**src/rtl/alu_mp_seq.sv**
```systemverilog
// ---------------------------------------------------------------------------
// alu_mp_seq
//
// Sequencer that runs 8..32-bit multi-precision operations through an external
// 8-bit combinational ALU, one byte per clock cycle.
//
// Accepts one command at a time:
//   - add class:         ADD, SUB, ADC, SBC, LSL (LSB-first)
//   - shift-right class: ASR, LSR, RRC (MSB-first, via the ALU's RRC op)
//   - logic ops:         0100..0111 (bytewise)
// Ops 1011, 1100, 1110 and 1111 are rejected with res_err.
//
// Ports
//   clk, rst_n                   clock, asynchronous active-low reset
//   cmd_valid/cmd_ready          command handshake (ready only when idle)
//   cmd_op[3:0]                  operation code
//   cmd_len[1:0]                 byte count minus one
//   cmd_a[31:0], cmd_b[31:0]     operands
//   alu_d0/alu_d1/alu_op/alu_c_in
//                                drive the external 8-bit ALU (0 when not executing)
//   alu_y/alu_c_out              ALU result byte and carry-out
//   res_valid/res_ready          result handshake
//   res_data[31:0]               result; bytes beyond the operand length read 0
//   res_carry                    persistent carry flag
//   res_err                      unsupported-op indication
//   res_zero                     result bytes all zero (optional)
//
// Configuration macro
//   ALU_SEQ_ZERO_FLAG_EN         when defined, adds the res_zero output
// ---------------------------------------------------------------------------
module alu_mp_seq (
    input  logic        clk,
    input  logic        rst_n,

    input  logic        cmd_valid,
    output logic        cmd_ready,
    input  logic [3:0]  cmd_op,
    input  logic [1:0]  cmd_len,
    input  logic [31:0] cmd_a,
    input  logic [31:0] cmd_b,

    output logic [7:0]  alu_d0,
    output logic [7:0]  alu_d1,
    output logic [3:0]  alu_op,
    output logic        alu_c_in,
    input  logic [7:0]  alu_y,
    input  logic        alu_c_out,

    output logic        res_valid,
    input  logic        res_ready,
    output logic [31:0] res_data,
    output logic        res_carry,
    output logic        res_err
`ifdef ALU_SEQ_ZERO_FLAG_EN
    ,
    output logic        res_zero
`endif
);

    // Operation codes
    localparam logic [3:0] OP_ADD = 4'b0000;
    localparam logic [3:0] OP_SUB = 4'b0001;
    localparam logic [3:0] OP_ADC = 4'b0010;
    localparam logic [3:0] OP_SBC = 4'b0011;
    localparam logic [3:0] OP_ASR = 4'b1000;
    localparam logic [3:0] OP_LSL = 4'b1001;
    localparam logic [3:0] OP_LSR = 4'b1010;
    localparam logic [3:0] OP_RRC = 4'b1101;

    typedef enum logic [1:0] {
        IDLE = 2'b00,
        EXEC = 2'b01,
        DONE = 2'b10
    } state_t;

    state_t      state_q, state_d;

    logic [3:0]  op_q;
    logic [1:0]  len_q;      // N-1
    logic [1:0]  cnt_q;      // bytes processed so far in EXEC
    logic [31:0] a_q;
    logic [31:0] b_q;
    logic        chain_q;    // carry passed between bytes of one operation
    logic        carry_q;    // architectural carry flag, persists across commands
    logic [31:0] data_q;
    logic        err_q;

    logic [1:0]  byte_idx;
    logic [7:0]  a_byte;
    logic [7:0]  b_byte;
    logic        first_byte;

    // -----------------------------------------------------------------------
    // Op classification
    // -----------------------------------------------------------------------
    function automatic logic op_supported(input logic [3:0] op);
        return !((op == 4'b1011) || (op == 4'b1100) ||
                 (op == 4'b1110) || (op == 4'b1111));
    endfunction

    function automatic logic op_is_shr(input logic [3:0] op);
        return (op == OP_ASR) || (op == OP_LSR) || (op == OP_RRC);
    endfunction

    function automatic logic op_is_logic(input logic [3:0] op);
        return (op[3:2] == 2'b01);
    endfunction

    // -----------------------------------------------------------------------
    // Byte selection: shift-right walks from the top byte down so the bit
    // shifted out of byte i+1 enters byte i through the chain carry.
    // -----------------------------------------------------------------------
    assign first_byte = (cnt_q == 2'd0);
    assign byte_idx   = op_is_shr(op_q) ? (len_q - cnt_q) : cnt_q;
    assign a_byte     = a_q[{byte_idx, 3'b000} +: 8];
    assign b_byte     = b_q[{byte_idx, 3'b000} +: 8];

    // -----------------------------------------------------------------------
    // ALU drive; everything is held at zero outside EXEC
    // -----------------------------------------------------------------------
    always_comb begin
        alu_d0   = 8'h00;
        alu_d1   = 8'h00;
        alu_op   = 4'b0000;
        alu_c_in = 1'b0;
        if (state_q == EXEC) begin
            case (op_q)
                OP_ADD: begin
                    alu_d0   = a_byte;
                    alu_d1   = b_byte;
                    alu_op   = first_byte ? OP_ADD : OP_ADC;
                    alu_c_in = first_byte ? 1'b0 : chain_q;
                end
                OP_SUB: begin
                    alu_d0   = a_byte;
                    alu_d1   = b_byte;
                    alu_op   = first_byte ? OP_SUB : OP_SBC;
                    alu_c_in = first_byte ? 1'b0 : chain_q;
                end
                OP_ADC, OP_SBC: begin
                    alu_d0   = a_byte;
                    alu_d1   = b_byte;
                    alu_op   = op_q;
                    alu_c_in = first_byte ? carry_q : chain_q;
                end
                OP_LSL: begin
                    // A + A is a left shift by one
                    alu_d0   = a_byte;
                    alu_d1   = a_byte;
                    alu_op   = first_byte ? OP_ADD : OP_ADC;
                    alu_c_in = first_byte ? 1'b0 : chain_q;
                end
                OP_ASR, OP_LSR, OP_RRC: begin
                    alu_d0 = a_byte;
                    alu_op = OP_RRC;
                    if (!first_byte) begin
                        alu_c_in = chain_q;
                    end else if (op_q == OP_ASR) begin
                        alu_c_in = a_q[{len_q, 3'b111}];  // replicate sign bit
                    end else if (op_q == OP_RRC) begin
                        alu_c_in = carry_q;
                    end else begin
                        alu_c_in = 1'b0;
                    end
                end
                default: begin
                    if (op_is_logic(op_q)) begin
                        alu_d0 = a_byte;
                        alu_d1 = b_byte;
                        alu_op = op_q;
                    end
                end
            endcase
        end
    end

    // -----------------------------------------------------------------------
    // State register
    // -----------------------------------------------------------------------
    always_ff @(posedge clk or negedge rst_n) begin
        if (!rst_n) begin
            state_q <= IDLE;
        end else begin
            state_q <= state_d;
        end
    end

    // Next-state logic
    always_comb begin
        state_d = state_q;
        case (state_q)
            IDLE: begin
                if (cmd_valid) begin
                    state_d = op_supported(cmd_op) ? EXEC : DONE;
                end
            end
            EXEC: begin
                if (cnt_q == len_q) begin
                    state_d = DONE;
                end
            end
            DONE: begin
                if (res_ready) begin
                    state_d = IDLE;
                end
            end
            default: state_d = IDLE;
        endcase
    end

    // -----------------------------------------------------------------------
    // Operand latch, byte capture and flag update
    // -----------------------------------------------------------------------
    always_ff @(posedge clk or negedge rst_n) begin
        if (!rst_n) begin
            op_q    <= 4'b0000;
            len_q   <= 2'd0;
            cnt_q   <= 2'd0;
            a_q     <= 32'h0;
            b_q     <= 32'h0;
            chain_q <= 1'b0;
            carry_q <= 1'b0;
            data_q  <= 32'h0;
            err_q   <= 1'b0;
        end else begin
            case (state_q)
                IDLE: begin
                    if (cmd_valid) begin
                        op_q    <= cmd_op;
                        len_q   <= cmd_len;
                        a_q     <= cmd_a;
                        b_q     <= cmd_b;
                        cnt_q   <= 2'd0;
                        chain_q <= 1'b0;
                        // Clearing here keeps bytes beyond the length at zero
                        data_q  <= 32'h0;
                        err_q   <= !op_supported(cmd_op);
                    end
                end
                EXEC: begin
                    data_q[{byte_idx, 3'b000} +: 8] <= alu_y;
                    chain_q <= alu_c_out;
                    cnt_q   <= cnt_q + 2'd1;
                    if (cnt_q == len_q) begin
                        carry_q <= op_is_logic(op_q) ? 1'b0 : alu_c_out;
                    end
                end
                default: begin
                end
            endcase
        end
    end

    // -----------------------------------------------------------------------
    // Result outputs
    // -----------------------------------------------------------------------
    assign cmd_ready = (state_q == IDLE);
    assign res_valid = (state_q == DONE);
    assign res_data  = data_q;
    assign res_carry = carry_q;
    assign res_err   = err_q;

`ifdef ALU_SEQ_ZERO_FLAG_EN
    // Unused upper bytes are already zero, so the whole word can be tested.
    assign res_zero = (state_q == DONE) && !err_q && (data_q == 32'h0);
`endif

endmodule
```
**config.mk**
```make
export PLATFORM = sky130hd
export DESIGN_NAME = alu_mp_seq
export DESIGN_NICKNAME = d
export VERILOG_FILES = /design/src/rtl/alu_mp_seq.sv
export SDC_FILE = /design/constraint.sdc
export NUM_CORES = 1
export LEC_CHECK = 0
export ABC_AREA = 1
export CAP_MARGIN = 10
export CORE_ASPECT_RATIO = 0.5
export CORE_UTILIZATION = 53
export DETAILED_ROUTE_END_ITERATION = 7
export PLACE_DENSITY_LB_ADDON = 0.12
export RECOVER_POWER = 50
export SYNTH_ARGS = -nofsm -noshare
export SYNTH_HDL_FRONTEND = slang
export SYNTH_SLANG_ARGS = --single-unit
```
**constraint.sdc**
```tcl
create_clock -name clk -period 3.5 [get_ports clk]
set_input_delay 0.7 -clock clk [delete_from_list [all_inputs] [get_ports clk]]
set_output_delay 0.7 -clock clk [all_outputs]
set_load 0.05 [all_outputs]
```
; ---- Yosys cells after proc, flatten, opt, wreduce, memory -nomap -nowiden
; Cells that the tools add are included.
[op_classes]
add_sub_neg = 3
n_eq_ne = 18
reduce_logical = 19
shifts = 4
magnitude_cmp = 1
mux = 34
[ops]
columns = cell, n
row1 = 32-bit one-hot mux with 2 select lines, 1
row2 = 32-bit by 6-bit indexed part select with 8-bit output, 2
row3 = 8-bit two-way mux, 5
row4 = 32-bit bitwise mux, 1
row5 = "4-bit == test, second input constant", 8
row6 = 32-bit two-way mux, 1
row7 = "8-bit by 7-bit variable shift with 32-bit output, first input constant", 1
row8 = 8-bit by 7-bit indexed part select with 32-bit output, 1
row9 = 8-bit one-hot mux with 3 select lines, 1
row10 = 2-bit two-way mux, 8
row11 = 4-bit one-hot mux with 4 select lines, 1
row12 = 1-bit two-way mux, 9
row13 = "4-bit by 2-bit == test with 1-bit output, second input constant", 2
row14 = 4-bit two-way mux, 2
row15 = 8-bit OR reduction, 1
row16 = 5-bit negator with 7-bit output, 1
row17 = "5-bit by 6-bit < comparator with 1-bit output, second input constant", 1
row18 = 2-bit one-hot mux with 3 select lines, 1
row19 = 2-bit AND reduction, 3
row20 = 3-bit OR reduction, 2
row21 = 1-bit logical OR, 5
row22 = "2-bit by 1-bit == test with 1-bit output, second input constant", 2
row23 = "4-bit by 1-bit == test with 1-bit output, second input constant", 1
row24 = 2-bit logical NOT, 2
row25 = other kinds (15), 17
[word_totals]
register_bits = 109
out_inout_bits = 57
elab_cells = 89

; ---- Depth between registers and ports, before layout
; Gate-level depths: netlist of run 1.
[logic_depth]
depth_word = 8
depth_mapped = 14

; ---- Worst setup path after synthesis of run 1
; Ideal clock, no wire load.
[synth_path]
kind = register -> output
from = register cnt_q[0]
to = output port alu_d0[3]
slack_ps = 412
required_time_ps = 2800
stages_incl_launch_ff = 8
arrival_ps = 2388
cell_sequence = dfrtp_1 -> ha_1 -> inv_1 -> nand2_4 -> buf_4 -> nand3_1 -> nand3_1 -> nor3b_1
[synth_via]
elab_chain_len = 6
[synth_rtl]
columns = element, line_no
row1 = from (decl), 80  ; logic [1:0] cnt_q;
row2 = from (signal assigned), 243  ; cnt_q <= cnt_q + 2'd1;
row3 = 2-bit subtractor, 114  ; assign byte_idx = op_is_shr(op_q) ? (len_q - cnt_q) : cnt_q;
row4 = 2-bit two-way mux *, 114
row5 = 32-bit by 6-bit indexed part select with 8-bit output *, 115  ; assign a_byte = a_q[{byte_idx, 3'b000} +: 8];
row6 = 8-bit two-way mux, 167  ; if (op_is_logic(op_q)) begin
row7 = 8-bit two-way mux *, 127  ; case (op_q)
row8 = 8-bit two-way mux *, 126  ; if (state_q == EXEC) begin
row9 = to (decl), 42  ; output logic [7:0] alu_d0,
; Every way passes the cells marked *; elsewhere a longest branch is shown, timed or not.

; ---- Final worst setup path of run 1
[layout_path]
from = register len_q[0]
to = output port alu_d1[5]
[layout_via]
elab_chain_len = 6
elab_cells_between_ends = 7
[layout_rtl]
columns = element, line_no
row1 = from (decl), 79  ; logic [1:0] len_q;
row2 = from (signal assigned), 230  ; len_q <= cmd_len;
row3 = 2-bit subtractor *, 114
row4 = 2-bit two-way mux *, 114
row5 = 32-bit by 6-bit indexed part select with 8-bit output, 116  ; assign b_byte = b_q[{byte_idx, 3'b000} +: 8];
row6 = 8-bit two-way mux, 167
row7 = 8-bit one-hot mux with 3 select lines *, 127
row8 = 8-bit two-way mux *, 126
row9 = to (decl), 43  ; output logic [7:0] alu_d1,
; Marked as above.

==> results of run 1 <==
-- registers in the layout (all words and copies together) (netlist names) --
name / flops
a_q: 32
b_q: 32
chain_q: 1
cnt_q: 2
len_q: 2
op_q: 4
res_carry: 1
res_data: 32
res_err: 1
state_q: 2
-- report_power, final --
part           internal, mW  leakage [nW]  switching (mW)
Combinational          1.33          2.02            2.74
Sequential             1.77          1.40           0.319
Clock                 0.603         0.154           0.483
Total                  3.70          3.58            3.55
-- layout by cell type, fill, tap and decap left out, types with 2 or more instances in the layout --
cell and count:
sky130_fd_sc_hd__nand2_1 258, sky130_fd_sc_hd__clkdlybuf4s50_1 117, sky130_fd_sc_hd__dfrtp_1 109, sky130_fd_sc_hd__nand3_1 99, sky130_fd_sc_hd__nor2_1 45, sky130_fd_sc_hd__inv_1 44
sky130_fd_sc_hd__o21ai_0 36, sky130_fd_sc_hd__nand3b_1 16, sky130_fd_sc_hd__a21oi_1 14, sky130_fd_sc_hd__buf_12 14, sky130_fd_sc_hd__o31ai_1 9, sky130_fd_sc_hd__clkbuf_16 9
sky130_fd_sc_hd__nor3b_1 8, sky130_fd_sc_hd__buf_4 8, sky130_fd_sc_hd__nand2_2 4, sky130_fd_sc_hd__inv_2 4, sky130_fd_sc_hd__nand2_4 4, sky130_fd_sc_hd__nor2_4 3
sky130_fd_sc_hd__nand3_2 3, sky130_fd_sc_hd__ha_1 3, sky130_fd_sc_hd__clkbuf_2 3, sky130_fd_sc_hd__nor3_1 2, sky130_fd_sc_hd__o21ai_1 2, sky130_fd_sc_hd__nor2_2 2
sky130_fd_sc_hd__clkbuf_8 2, sky130_fd_sc_hd__clkbuf_1 2
-- how the worst min path moves through the flow --
stage,startpoint,end,cells past startpoint
floorplan,rst_n,a_q[0],0
global placement,b_q[18],b_q[18],2
detailed placement,b_q[22],b_q[22],2
CTS,rst_n,res_data[21],1
global route,b_q[9],b_q[9],2
finish,b_q[19],b_q[19],2
-- cell type report --
| class | instances | share of cell area [%] |
|---|---|---|
| well taps | 135 | 2.289 |
| multi-input cells | 517 | 32.93 |
| clock inverters | 5 | 0.8986 |
| repair buffers | 145 | 20.92 |
| flip-flops and latches | 109 | 36.96 |
| inverters | 50 | 2.577 |
| clock buffers | 11 | 3.425 |
-- metrics by stage --
step           power [mW]  std cells  area (um^2)
2_1_floorplan       4.883        710         5529
3_3_place_gp        5.976        956         7088
3_5_place_dp        6.086        956         7088
4_1_cts             7.217        972         7407
5_1_grt             7.709        972         7380
6_report            7.249        972         7380
-- kinds of logic (layout without fill, tap and decap cells) --
group	Yosys count	count (layout)	synth area share, %
simple gates	446	446	36.25
compound gates	68	68	6.970
buf+inv	84	211	6.766
fa+ha+maj	3	3	0.6790
flops	109	109	49.33
-- metal layers --
layer,global-route usage (%),vias to the layer above,part of all wire [%]
li1,-,2531,-
met1,38.85,2490,42
met2,47.57,272,46
met3,6.994,36,9.9
met4,10.42,0,2.2
met5,0,-,0
-- critical path: stages, from the launching register on --
cell                       delay, ns
sky130_fd_sc_hd__dfrtp_1        0.42
sky130_fd_sc_hd__inv_1          0.08
sky130_fd_sc_hd__ha_1           0.33
sky130_fd_sc_hd__inv_1          0.10
sky130_fd_sc_hd__nand2_4        0.20
sky130_fd_sc_hd__nand2_8        0.24
sky130_fd_sc_hd__inv_4          0.14
sky130_fd_sc_hd__nand3b_1       0.12
sky130_fd_sc_hd__nand2_1        0.06
sky130_fd_sc_hd__nor2_1         0.13
sky130_fd_sc_hd__nor2_1         0.05
sky130_fd_sc_hd__nor2_1         0.24
sky130_fd_sc_hd__buf_12         0.18
-- timing repair --
| action | 4_1_cts | 5_1_grt |
|---|---|---|
| resized for setup | 0 | 1 |
| hold buffers | 0 | 0 |
| setup endpoints to repair | 0 | 1 |
==> reports/results.txt, run 1 <==
Final Wtd Congestion -> 0.9315
Setup WS pre-CTS -> 0.5821 ns
Via count of the first global-routing pass -> 4970
Sum of negative setup slack -> 0 ns
Total congestion overflow after global routing -> 0
Wire length of the first global-routing pass -> 24180 um
Number of violations of the max-capacitance limit -> 1
Footprint of the flip-flops and latches -> 2728 um^2
DRC violations left -> 0
Fraction of layout cells with a size suffix above 1 -> 7.885%
Share of synthesized area occupied by flip-flops and latches -> 49.33%
Number of placement rows -> 25
Proportion of netlist area held by the largest area contributor -> 49.33%
Post-DP HPWL -> 10570 um
Power per cell area -> 982.3 nW/um^2
Worst Clk Skew -> 0.008049 ns
Detailed-route wire length per cell -> 15.37 um
Critical path peak fanout -> 25
Endpoint class of the critical path -> output port
Worst reg2reg endpoint -> res_data[9]
Cell types with the largest area share after synthesis -> sky130_fd_sc_hd__dfrtp_1, sky130_fd_sc_hd__nand2_1, sky130_fd_sc_hd__nand3_1, sky130_fd_sc_hd__o21ai_0, sky130_fd_sc_hd__nor2_1
Core area -> 9791 um^2
Top cells by count, synth -> sky130_fd_sc_hd__nand2_1, sky130_fd_sc_hd__dfrtp_1, sky130_fd_sc_hd__nand3_1
Crit path time final -> 3.369 ns
Ratio of routed vias to standard cells -> 5.483
Total routing resource utilization after global routing -> 29.11%
Filler instances -> 730
Total CTS buffers -> 9
Max frequency -> 0.2969 GHz
Count of nets left with antenna violations after detail routing -> 0
Effective utilization at floorplan -> 56.47%
Worst setup path category -> flop to output port
Num Clock Sinks -> 109
Gate count of the mapped netlist -> 710
Required time at the endpoint of the critical path -> 2.80 ns
Depth of the worst register-to-register path -> 11
Fin util -> 75.37%
Reg-to-Reg Start -> len_q[0]
Number of buffers added on ports -> 139
Number of distinct library cells after synthesis -> 34
Nets in the synthesized netlist -> 796
Final-stage net count -> 918
Average footprint of a synthesized cell -> 7.787 um^2
First-pass iteration count of the detailed router -> 5
Static Leakage -> 3.576 nW
Yosys Warn Count -> 0
Die Area -> 10870 um^2
Root Buffer Master -> sky130_fd_sc_hd__clkbuf_16
Final worst slack -> 0.1314 ns
Register-to-Register Setup Slack -> 0.98 ns
Final max-slew violation count -> 65
End point of the critical path -> alu_d1[5]
Number of synthesized flops with an enable pin -> 0
IO Count -> 140
Period Utilization, post-route -> 96.25%
Data arrival, critical path -> 2.67 ns
Violations in the final reports -> max-capacitance violations, max-slew violations
CP startpoint kind -> flop
Maximum ir drop on the vdd rail -> 531.5 uV
Most instantiated library cell after synthesis -> sky130_fd_sc_hd__nand2_1
Run status -> complete, but fails checks
Clock tree from TritonCTS -> yes
Clock-pin transition on the worst setup and hold timing paths -> 0.07 ns
Starting DRC count in detailed routing -> 525
Slew at the pin closest to its max-slew limit -> 1.568 ns
Largest net degree at the start of global routing -> 84
Die Span Y -> 74.22 um
RSZ-0062 raised after global routing -> no
Most used flip-flop cell after synthesis -> sky130_fd_sc_hd__dfrtp_1
Yosys reg bits -> 109
Post-synthesis instance area -> 5529 um^2
Launch point of the critical path -> len_q[0]
Die X -> 146.4 um
Worst Hold Margin -> 0.4793 ns
Total Wirelength -> 14940 um
Worst-skew pair later-pin latency -> 0.36 ns
Number of antenna violations at the first check in global routing -> 0
Number of hold violations in the final report -> 0
Classification of the worst-slack hold path -> flop to flop
Maximum level of the CTS H-tree -> 3
Post CTS Setup Buffer Count -> 0
FFs w/ async S/R, synth -> 100.0%
Largest buffer count on any clock path -> 2
Relative slew slack -> -4.524%
Antenna Diode Count -> 0
Routed via count -> 5329
Final number of setup-violating endpoints -> 0
Area grow syn2layout -> 33.47%
Dominant cell type by area after synthesis -> sky130_fd_sc_hd__dfrtp_1
Multi-input combinational cell area -> 2430 um^2
No activity file was read; power rests on OpenSTA's default activity.
==> run 2, diff against run 1 <==
- CORE_ASPECT_RATIO: 0.5 -> 1.75
==> run 2 against run 1 <==
The flow still finishes with violations (max-capacitance violations, max-slew violations); via count increased by 0.77%; non-clock buffer count decreased by 1; die area about the same; total power decreased by 2.3%; sequential cell count unchanged; global-route usage increased by 2.1 points; worst hold slack got worse by 0.0017 ns; clock-buffer cell count decreased by 1; sequential share of layout area increased by 1.0 points; final cell count decreased by 1.0%; fmax increased by 2.0%; combinational power decreased by 4%; largest cell class unchanged; largest power group unchanged; highest routed layer unchanged.
==> reports/results.txt, run 2 (synthesized netlist as in run 1, its figures left out) <==
Run status -> complete, but fails checks (unchanged)
Worst-skew pair later-pin latency -> 0.35 ns (was 0.36 ns)
Footprint of the flip-flops and latches -> 2728 um^2 (unchanged)
Clock-pin transition on the worst setup and hold timing paths -> 0.07 ns (about the same)
Number of placement rows -> 49 (was 25)
Total Wirelength -> 16040 um (was 14940 um)
Count of nets left with antenna violations after detail routing -> 0 (unchanged)
Max frequency -> 0.3028 GHz (was 0.2969 GHz)
Routed via count -> 5370 (was 5329)
Crit path time final -> 3.302 ns (was 3.369 ns)
CTS hold repair buffers -> 0 (unchanged)
Die X -> 79.21 um (was 146.4 um)
Commonest non-fill, non-tap cell in the layout -> sky130_fd_sc_hd__nand2_1 (unchanged)
RSZ-0062 raised after global routing -> no (unchanged)
Number of hold violations in the final report -> 0 (unchanged)
Endpoint class of the critical path -> output port (unchanged)
First-pass iteration count of the detailed router -> 5 (unchanged)
Die Span Y -> 137.1 um (was 74.22 um)
Power per cell area -> 986.0 nW/um^2 (was 982.3 nW/um^2)
Worst Clk Skew -> 0.006452 ns (was 0.008049 ns)
Largest net degree at the start of global routing -> 84 (unchanged)
Final instance area -> 7186 um^2 (was 7380 um^2)
Relative slew slack -> -7.956% (was -4.524%)
Antenna Diode Count -> 0 (unchanged)
Final number of setup-violating endpoints -> 0 (unchanged)
Number of violations of the max-capacitance limit -> 2 (was 1)
Maximum ir drop on the vdd rail -> 694.4 uV (was 531.5 uV)
Required time at the endpoint of the critical path -> 2.80 ns (about the same)
GRT met3 Usage -> 5.000% (was 6.994%)
Final Wtd Congestion -> 0.9425 (was 0.9315)
Final max-slew violation count -> 149 (was 65)
Violations in the final reports -> max-capacitance violations, max-slew violations (unchanged)
Total congestion overflow after global routing -> 0 (unchanged)
Effective utilization at floorplan -> 54.00% (was 56.47%)
Via count of the first global-routing pass -> 5396 (was 4970)
IO Count -> 140 (unchanged)
Critical path peak fanout -> 25 (unchanged)
Wire length of the first global-routing pass -> 25830 um (was 24180 um)
Clock tree from TritonCTS -> yes (unchanged)
Post CTS Setup Buffer Count -> 0 (unchanged)
Starting DRC count in detailed routing -> 460 (was 525)
Met1 Track Usage GR -> 36.76% (was 38.85%)
Final worst slack -> 0.1980 ns (was 0.1314 ns)
Slew at the pin closest to its max-slew limit -> 1.619 ns (was 1.568 ns)
Fraction of layout cells with a size suffix above 1 -> 7.784% (was 7.885%)
Classification of the worst-slack hold path -> flop to flop (unchanged)
Data arrival, critical path -> 2.60 ns (was 2.67 ns)
Final-stage net count -> 917 (was 918)
Die Area -> 10860 um^2 (was 10870 um^2)
Period Utilization, post-route -> 94.34% (was 96.25%)
Total CTS buffers -> 9 (unchanged)
Filler instances -> 829 (was 730)
DP Area -> 6918 um^2 (was 7088 um^2)
CP startpoint kind -> flop (unchanged)
Setup WS pre-CTS -> 0.6127 ns (was 0.5821 ns)
Static Leakage -> 3.544 nW (was 3.576 nW)
Grt peak-use layer -> met2 (unchanged)
Multi-input combinational cell area -> 2430 um^2 (unchanged)
Worst setup path category -> flop to output port (unchanged)
Area grow syn2layout -> 29.96% (was 33.47%)
Core area -> 10240 um^2 (was 9791 um^2)
Number of cells in the finished layout apart from fillers -> 962 (was 972)
Num Clock Sinks -> 109 (unchanged)
Total routing resource utilization after global routing -> 31.24% (was 29.11%)
Detailed-route wire length per cell -> 16.68 um (was 15.37 um)
Global-route met2 utilization -> 53.16% (was 47.57%)
Number of buffers added on ports -> 139 (unchanged)
Placed Cells -> 947 (was 956)
Number of antenna violations at the first check in global routing -> 0 (unchanged)
Highest-count cells in the layout ignoring fill and taps -> sky130_fd_sc_hd__nand2_1, sky130_fd_sc_hd__clkdlybuf4s50_1, sky130_fd_sc_hd__dfrtp_1, sky130_fd_sc_hd__nand3_1, sky130_fd_sc_hd__nor2_1 (unchanged)
Post-DP HPWL -> 11540 um (was 10570 um)
Resized Gates After CTS -> 0 (unchanged)
Sum of negative setup slack -> 0 ns (unchanged)
Maximum level of the CTS H-tree -> 3 (unchanged)
Ratio of routed vias to standard cells -> 5.582 (was 5.483)
Root Buffer Master -> sky130_fd_sc_hd__clkbuf_16 (unchanged)
DRC violations left -> 0 (unchanged)
Largest buffer count on any clock path -> 2 (unchanged)
[run 2: stage by stage]
stage	utilization, %	power (mW)	hold slack [ns]
5_1_grt	70.18	7.565	0.5079
6_report	70.18	7.085	0.4776
4_1_cts	70.49	7.068	0.4769
3_5_place_dp	67.57	5.994	0.4588
2_1_floorplan	-	4.883	0.4044
3_3_place_gp	67.57	5.903	0.4527
[run 2: path summary, 6_finish.rpt]
check / start / to / slack, ns / depth (start not counted)
min reg2reg: b_q[22] / b_q[22] / 0.48 / 2
max in group asynchronous: rst_n / res_data[26] / 0.69 / 2
max: len_q[0] / alu_d1[4] / 0.20 / 12
max reg2reg: state_q[0] / a_q[22] / 0.78 / 6
min in group asynchronous: rst_n / res_err / 0.75 / 1
min: b_q[22] / b_q[22] / 0.48 / 2
[run 2: layer usage]
metal  vias up  share of wire [%]  wire length [um]
met5         -                  0                 0
met4         0                5.3               858
met3        66                5.8               925
met2       274                 51              8194
met1      2506                 38              6064
li1       2524                  -                 -
[run 2: area by class of cell]
type	count	share of cell area, %
Sequential cell	109	37.96
Tap cell	127	2.211
Clock inverter	5	0.8358
Timing Repair Buffer	144	19.21
Inverter	50	2.647
Clock buffer	10	3.326
Multi-Input combinational cell	517	33.82
[run 2: critical path: stages, from the launching register on]
cell and delay (ns):
sky130_fd_sc_hd__dfrtp_1 0.41, sky130_fd_sc_hd__inv_1 0.07, sky130_fd_sc_hd__ha_1 0.33, sky130_fd_sc_hd__inv_1 0.11, sky130_fd_sc_hd__nand2_4 0.20, sky130_fd_sc_hd__nand2_8 0.22, sky130_fd_sc_hd__inv_4 0.14, sky130_fd_sc_hd__nand3b_1 0.12
sky130_fd_sc_hd__nand2_1 0.08, sky130_fd_sc_hd__nor2_1 0.14, sky130_fd_sc_hd__nor2_1 0.06, sky130_fd_sc_hd__nor2_1 0.14, sky130_fd_sc_hd__buf_4 0.23
[run 2: report_power, final]
part / internal [mW] / total, mW / switching, mW
clock network: 0.574 / 1.04 / 0.466
registers: 1.77 / 2.13 / 0.365
logic: 1.20 / 3.91 / 2.71
total: 3.55 / 7.08 / 3.54
